**src/rtl/collision_monitor.sv**
```systemverilog
// Pixel mux and smiley/border collision detector with per-frame edge accumulation.
// Optional hit counter output is enabled by defining COLLISION_MONITOR_HITCOUNT_EN.
module collision_monitor #(
  parameter int unsigned COOLDOWN_FRAMES    = 2,
  parameter logic [7:0]  BACKGROUND_DEFAULT = 8'h00
) (
  input  logic       clk,
  input  logic       resetN,
  input  logic       startOfFrame,
  input  logic       smileyDrawingRequest,
  input  logic [7:0] smileyRGB,
  input  logic [3:0] smileyHitEdgeCode,
  input  logic       bordersDrawingRequest,
  input  logic [7:0] bordersRGB,
  input  logic [7:0] backgroundRGB,
  output logic [7:0] RGBOut,
  output logic       collision,
  output logic [3:0] hitEdgeOut,
`ifdef COLLISION_MONITOR_HITCOUNT_EN
  output logic [7:0] hitCount,
`endif
  output logic [3:0] frameHitEdge
);

  localparam logic [3:0] CoolInit = 4'(COOLDOWN_FRAMES);

  typedef enum logic [1:0] {
    StArmed    = 2'd0,
    StHit      = 2'd1,
    StCooldown = 2'd2
  } state_e;

  state_e     state_q, state_d;
  logic [3:0] cnt_q, cnt_d;
  logic [7:0] rgb_q, rgb_d;
  logic       collision_q, collision_d;
  logic [3:0] hit_edge_q, hit_edge_d;
  logic [3:0] frame_edge_q, frame_edge_d;
  logic [3:0] acc_q, acc_d;
  logic       overlap;

  assign overlap = smileyDrawingRequest & bordersDrawingRequest;

  always_comb begin
    rgb_d = backgroundRGB;
    if (smileyDrawingRequest) begin
      rgb_d = smileyRGB;
    end else if (bordersDrawingRequest) begin
      rgb_d = bordersRGB;
    end
  end

  // An overlap on the frame-start cycle belongs to the new frame.
  always_comb begin
    acc_d        = acc_q;
    frame_edge_d = frame_edge_q;
    if (startOfFrame) begin
      frame_edge_d = acc_q;
      acc_d        = overlap ? smileyHitEdgeCode : 4'h0;
    end else if (overlap) begin
      acc_d = acc_q | smileyHitEdgeCode;
    end
  end

  always_comb begin
    state_d     = state_q;
    cnt_d       = cnt_q;
    collision_d = 1'b0;
    hit_edge_d  = hit_edge_q;
    unique case (state_q)
      StArmed: begin
        if (overlap) begin
          collision_d = 1'b1;
          hit_edge_d  = smileyHitEdgeCode;
          state_d     = StHit;
        end
      end
      StHit: begin
        if (startOfFrame) begin
          if (CoolInit == 4'd0) begin
            state_d = StArmed;
          end else begin
            cnt_d   = CoolInit;
            state_d = StCooldown;
          end
        end
      end
      StCooldown: begin
        // Re-arm on the frame start that exhausts the count; detection resumes next cycle.
        if (startOfFrame) begin
          if (cnt_q <= 4'd1) begin
            cnt_d   = 4'd0;
            state_d = StArmed;
          end else begin
            cnt_d = cnt_q - 4'd1;
          end
        end
      end
      default: begin
        cnt_d   = 4'd0;
        state_d = StArmed;
      end
    endcase
  end

  always_ff @(posedge clk or negedge resetN) begin
    if (!resetN) begin
      state_q      <= StArmed;
      cnt_q        <= 4'd0;
      rgb_q        <= BACKGROUND_DEFAULT;
      collision_q  <= 1'b0;
      hit_edge_q   <= 4'h0;
      frame_edge_q <= 4'h0;
      acc_q        <= 4'h0;
    end else begin
      state_q      <= state_d;
      cnt_q        <= cnt_d;
      rgb_q        <= rgb_d;
      collision_q  <= collision_d;
      hit_edge_q   <= hit_edge_d;
      frame_edge_q <= frame_edge_d;
      acc_q        <= acc_d;
    end
  end

  assign RGBOut       = rgb_q;
  assign collision    = collision_q;
  assign hitEdgeOut   = hit_edge_q;
  assign frameHitEdge = frame_edge_q;

`ifdef COLLISION_MONITOR_HITCOUNT_EN
  logic [7:0] hit_count_q, hit_count_d;

  // Counted alongside the pulse so hitCount updates in the same cycle collision rises.
  always_comb begin
    hit_count_d = hit_count_q;
    if (collision_d && (hit_count_q != 8'hFF)) begin
      hit_count_d = hit_count_q + 8'd1;
    end
  end

  always_ff @(posedge clk or negedge resetN) begin
    if (!resetN) begin
      hit_count_q <= 8'h00;
    end else begin
      hit_count_q <= hit_count_d;
    end
  end

  assign hitCount = hit_count_q;
`endif

endmodule
```
**config.mk**
```make
export PLATFORM = sky130hd
export DESIGN_NAME = collision_monitor
export DESIGN_NICKNAME = d
export VERILOG_FILES = /design/src/rtl/collision_monitor.sv
export SDC_FILE = /design/constraint.sdc
export NUM_CORES = 1
export LEC_CHECK = 0
export BUFFER_PORTS_ARGS = -buffer_cell sky130_fd_sc_hd__buf_2
export CORE_UTILIZATION = 51
export DETAILED_ROUTE_END_ITERATION = 8
export HOLD_SLACK_MARGIN = 0.06
export PLACE_DENSITY = 0.81
export SKIP_LAST_GASP = 1
export SYNTH_ARGS = -nofsm -noshare
export SYNTH_HDL_FRONTEND = slang
export SYNTH_SLANG_ARGS = --single-unit
```
**constraint.sdc**
```tcl
create_clock -name clk -period 3.88 [get_ports clk]
set_clock_uncertainty 0.2 [all_clocks]
set_input_delay 0.194 -clock clk [delete_from_list [all_inputs] [get_ports clk]]
set_output_delay 0.194 -clock clk [all_outputs]
set_load 0.03 [all_outputs]
```
==> flow_summary_export.csv <==
group,metric,value,unit
outcome,status,"completed",
finish,area_growth,49.1,%
sta,period_minus_slack,2120,ps
power,combinationalPowerShare,44.6,%
min_path,hold_class,"input port to async pin",
synthesis,yosysWarnings,0,
detailed_routing,via_per_inst,5.40,
clock_network,worstSkewPairLatency,350,ps
power,seqPwrFrac,40.9,%
floorplanning,start_util,55.8,%
finish,final_area,0.00189,mm²
floorplanning,io_pins,50,
finish,fin_cells,224,
synthesis,synthCells,113,
synthesis,yosys-top-cells-area,"dfrtp_1 53%, mux2_2 7.1%, ha_1 6.9%",
detailed_routing,firstDrtPassIters,4,
power,power_density,485,mW/mm²
detailed_routing,wirelength,3820,µm
sta,worst_pin_slew,582,ps
floorplanning,die-area,0.00269,mm²
placed_design,hpwl,1780,µm
power,leakagePower,0.000964,µW
global_routing,grt_max_degree,28,
placed_design,placed_cells,186,
clock_network,numCtsBuffers,3,
worst_setup_path,endpoint_kind,"register",
sta,clock.fmax,471,MHz
synthesis,yosys.area.top_type,"dfrtp_1",
synthesis,synth_flop_cell,"dfrtp_1",
synthesis,synth-edff-count,0,
sta,hold_violations,0,
floorplanning,num_rows,17,
synthesis,syn_area,0.00127,mm²
global_routing,overflow,0,
synthesis,synth.top_cell.area_share,53.2,%
placed_design,place.gp.congestion,0.781,
sta,slew_headroom,61.2,%
synthesis,post-synth-top-count-cell,"dfrtp_1",
synthesis,ys_seq_area_share,53.2,%
job,drv_cap,0,
worst_setup_path,crit_required,3940,ps
finish,antenna_cells,0,
clock_network,cts_setup_buffers,0,
synthesis,avgSynthCellArea,11.2,µm²
finish,seqCellArea,676,µm²
sta,post-route-period-util,54.7,%
synthesis,synth_fp_nets,153,
worst_setup_path,critical_path.max_fanout,6,
floorplanning,die_w,51.9,µm
worst_setup_path,path_class,"register to register",
power,clockPowerShare,14.5,%
finish,multi_input_area,526,µm²
power,switching_share,40.9,%
power,ir_drop,329,µV
clock_network,htree_levels,1,
synthesis,synth-seq-cells,27,
detailed_routing,vias,1210,
finish,fin_nets,237,
detailed_routing,drc,0,
worst_setup_path,path_cells,"inv_1 -> ha_1 -> o21ba_4 -> nor2_1 -> nand4_1 -> o31ai_1",
synthesis,ys_top_cells_by_count,"27 x dfrtp_1, 16 x nand2_1, 13 x o21ai_0",
floorplanning,die_h,51.9,µm
detailed_routing,drtAntennaViolNets,0,
worst_setup_path,start_kind,"register",
detailed_routing,drt_iter0_markers,37,
sta,rsz0062_at_grt,"false",
clock_network,clock-root-buffer,"clkbuf_4",
placed_design,dpl_cell_area,0.00152,mm²
floorplanning,core_area,0.00228,mm²
power,power,919,µW
clock_network,cts_buffer_depth,2,
finish,drive_above_1_share,33.2,%
worst_setup_path,cp.arrival,2180,ps
synthesis,synth_cell_type_count,27,
power,p_sw,375,µW
worst_setup_path,cpMaxStageDelayCell,"dfrtp_1",
global_routing,grt_pass1_vias,1309,
clock_network,cts_tree,"done",
power,p_int,543,µW
clock_network,clk_pin_slew,160,ps
worst_setup_path,max_stage_delay,450,ps
finish,fillers,105,
clock_network,cts_resized,0,
global_routing,grt_pass1_wl,6220,µm
placed_design,port_buffers,49,
detailed_routing,drt-wirelength-per-cell,17.0,µm
sta,tns,0,ps
clock_network,cts.sinks,27,
global_routing,grtUsageTotal,33.1,%
sta,drv_slew,0,
sta,setup_viol,0,
synthesis,async_flop_share,100,%
global_routing,antenna_found_initial,0,
==> placed cells by master (no fill, tap or decap), types with 2 or more instances in the layout <==
cell	synthesis	final
buf_2	1	49
clkbuf_4	0	3
dfrtp_1	27	27
dlygate4sd3_1	0	34
ha_1	7	7
inv_1	11	11
mux2_1	2	2
mux2_2	8	8
mux2i_1	8	8
nand2_1	16	16
nand4_1	2	2
nor2_1	2	2
o21ai_0	13	13
==> state kept, by name, summed over array words and instances (netlist names) <==
signal / cells
cnt_q: 4
hitEdgeOut: 4
collision: 1
state_q: 2
acc_q: 4
frameHitEdge: 4
RGBOut: 8
==> per-stage QoR <==
| stage | util (%) | setup slack (ps) | hold slack [ps] |
|---|---|---|---|
| 6_report | 83.2 | 1760 | 153 |
| 5_1_grt | 83.2 | 1660 | 209 |
| 4_1_cts | 83.2 | 1860 | 191 |
| 3_5_place_dp | 66.9 | 1950 | 36.0 |
| 3_3_place_gp | 66.9 | 2010 | 20.9 |
| 2_1_floorplan | - | 2050 | -302 |
==> what timing repair did <==
action | 4_1_cts | 5_1_grt
hold buffers | 34 | 0
hold endpoints to repair | 47 | 0
setup endpoints to repair | 0 | 0
==> kinds of logic (layout without fill, tap and decap cells) <==
| family | count (synthesis) | count (layout) | share of synthesized area, % |
|---|---|---|---|
| AOI/OAI and AO/OA | 21 | 21 | 10.2 |
| adders and majority gates | 7 | 7 | 6.90 |
| buffers and inverters | 15 | 98 | 5.42 |
| DFF | 27 | 27 | 53.2 |
| muxes | 18 | 18 | 15.2 |
| and+or+nand+nor | 25 | 25 | 9.07 |
==> critical path, delay by kind of cell (launching register included) <==
| kind | cells | cell delay [ps] |
|---|---|---|
| AOI/OAI and AO/OA | 2 | 550 |
| adders and majority gates | 1 | 300 |
| buffers and inverters | 1 | 110 |
| DFF | 1 | 450 |
| and+or+nand+nor | 2 | 410 |
==> area by class of cell <==
class / instances / share of cell area (%)
flip-flops and latches: 27 / 35.7
repair buffers: 83 / 30.9
multi-input cells: 71 / 27.8
inverters: 11 / 2.18
well taps: 28 / 1.85
clock buffers: 3 / 1.19
clock inverters: 1 / 0.397
==> power by group through the flow <==
| stage | registers (µW) | logic (µW) | clock network (µW) |
|---|---|---|---|
| finish | 376 | 410 | 133 |
| global route | 381 | 439 | 143 |
| CTS | 369 | 373 | 130 |
| detailed placement | 374 | 340 | 0 |
| global placement | 370 | 328 | 0 |
| floorplan | 441 | 178 | 0 |
==> layer usage <==
metal | vias to the layer above | GRT usage (%) | share of wire [%]
li1 | 551 | - | -
met1 | 580 | 38.6 | 39
met2 | 69 | 59.0 | 52
met3 | 10 | 7.02 | 6.7
met4 | 0 | 11.7 | 2.1
met5 | - | 0 | 0
==> worst paths after layout <==
check / cells after the start / endpoint / slack, ps / start
min reg2reg: 1 / frameHitEdge[1] / 330 / frameHitEdge[1]
max in group asynchronous: 2 / RGBOut[6] / 2940 / resetN
max reg2reg: 6 / cnt_q[3] / 1760 / state_q[0]
max: 6 / cnt_q[3] / 1760 / state_q[0]
min in group clk: 1 / frameHitEdge[1] / 330 / frameHitEdge[1]
min: 2 / hitEdgeOut[2] / 150 / resetN
No activity file was read; power rests on OpenSTA's default activity.
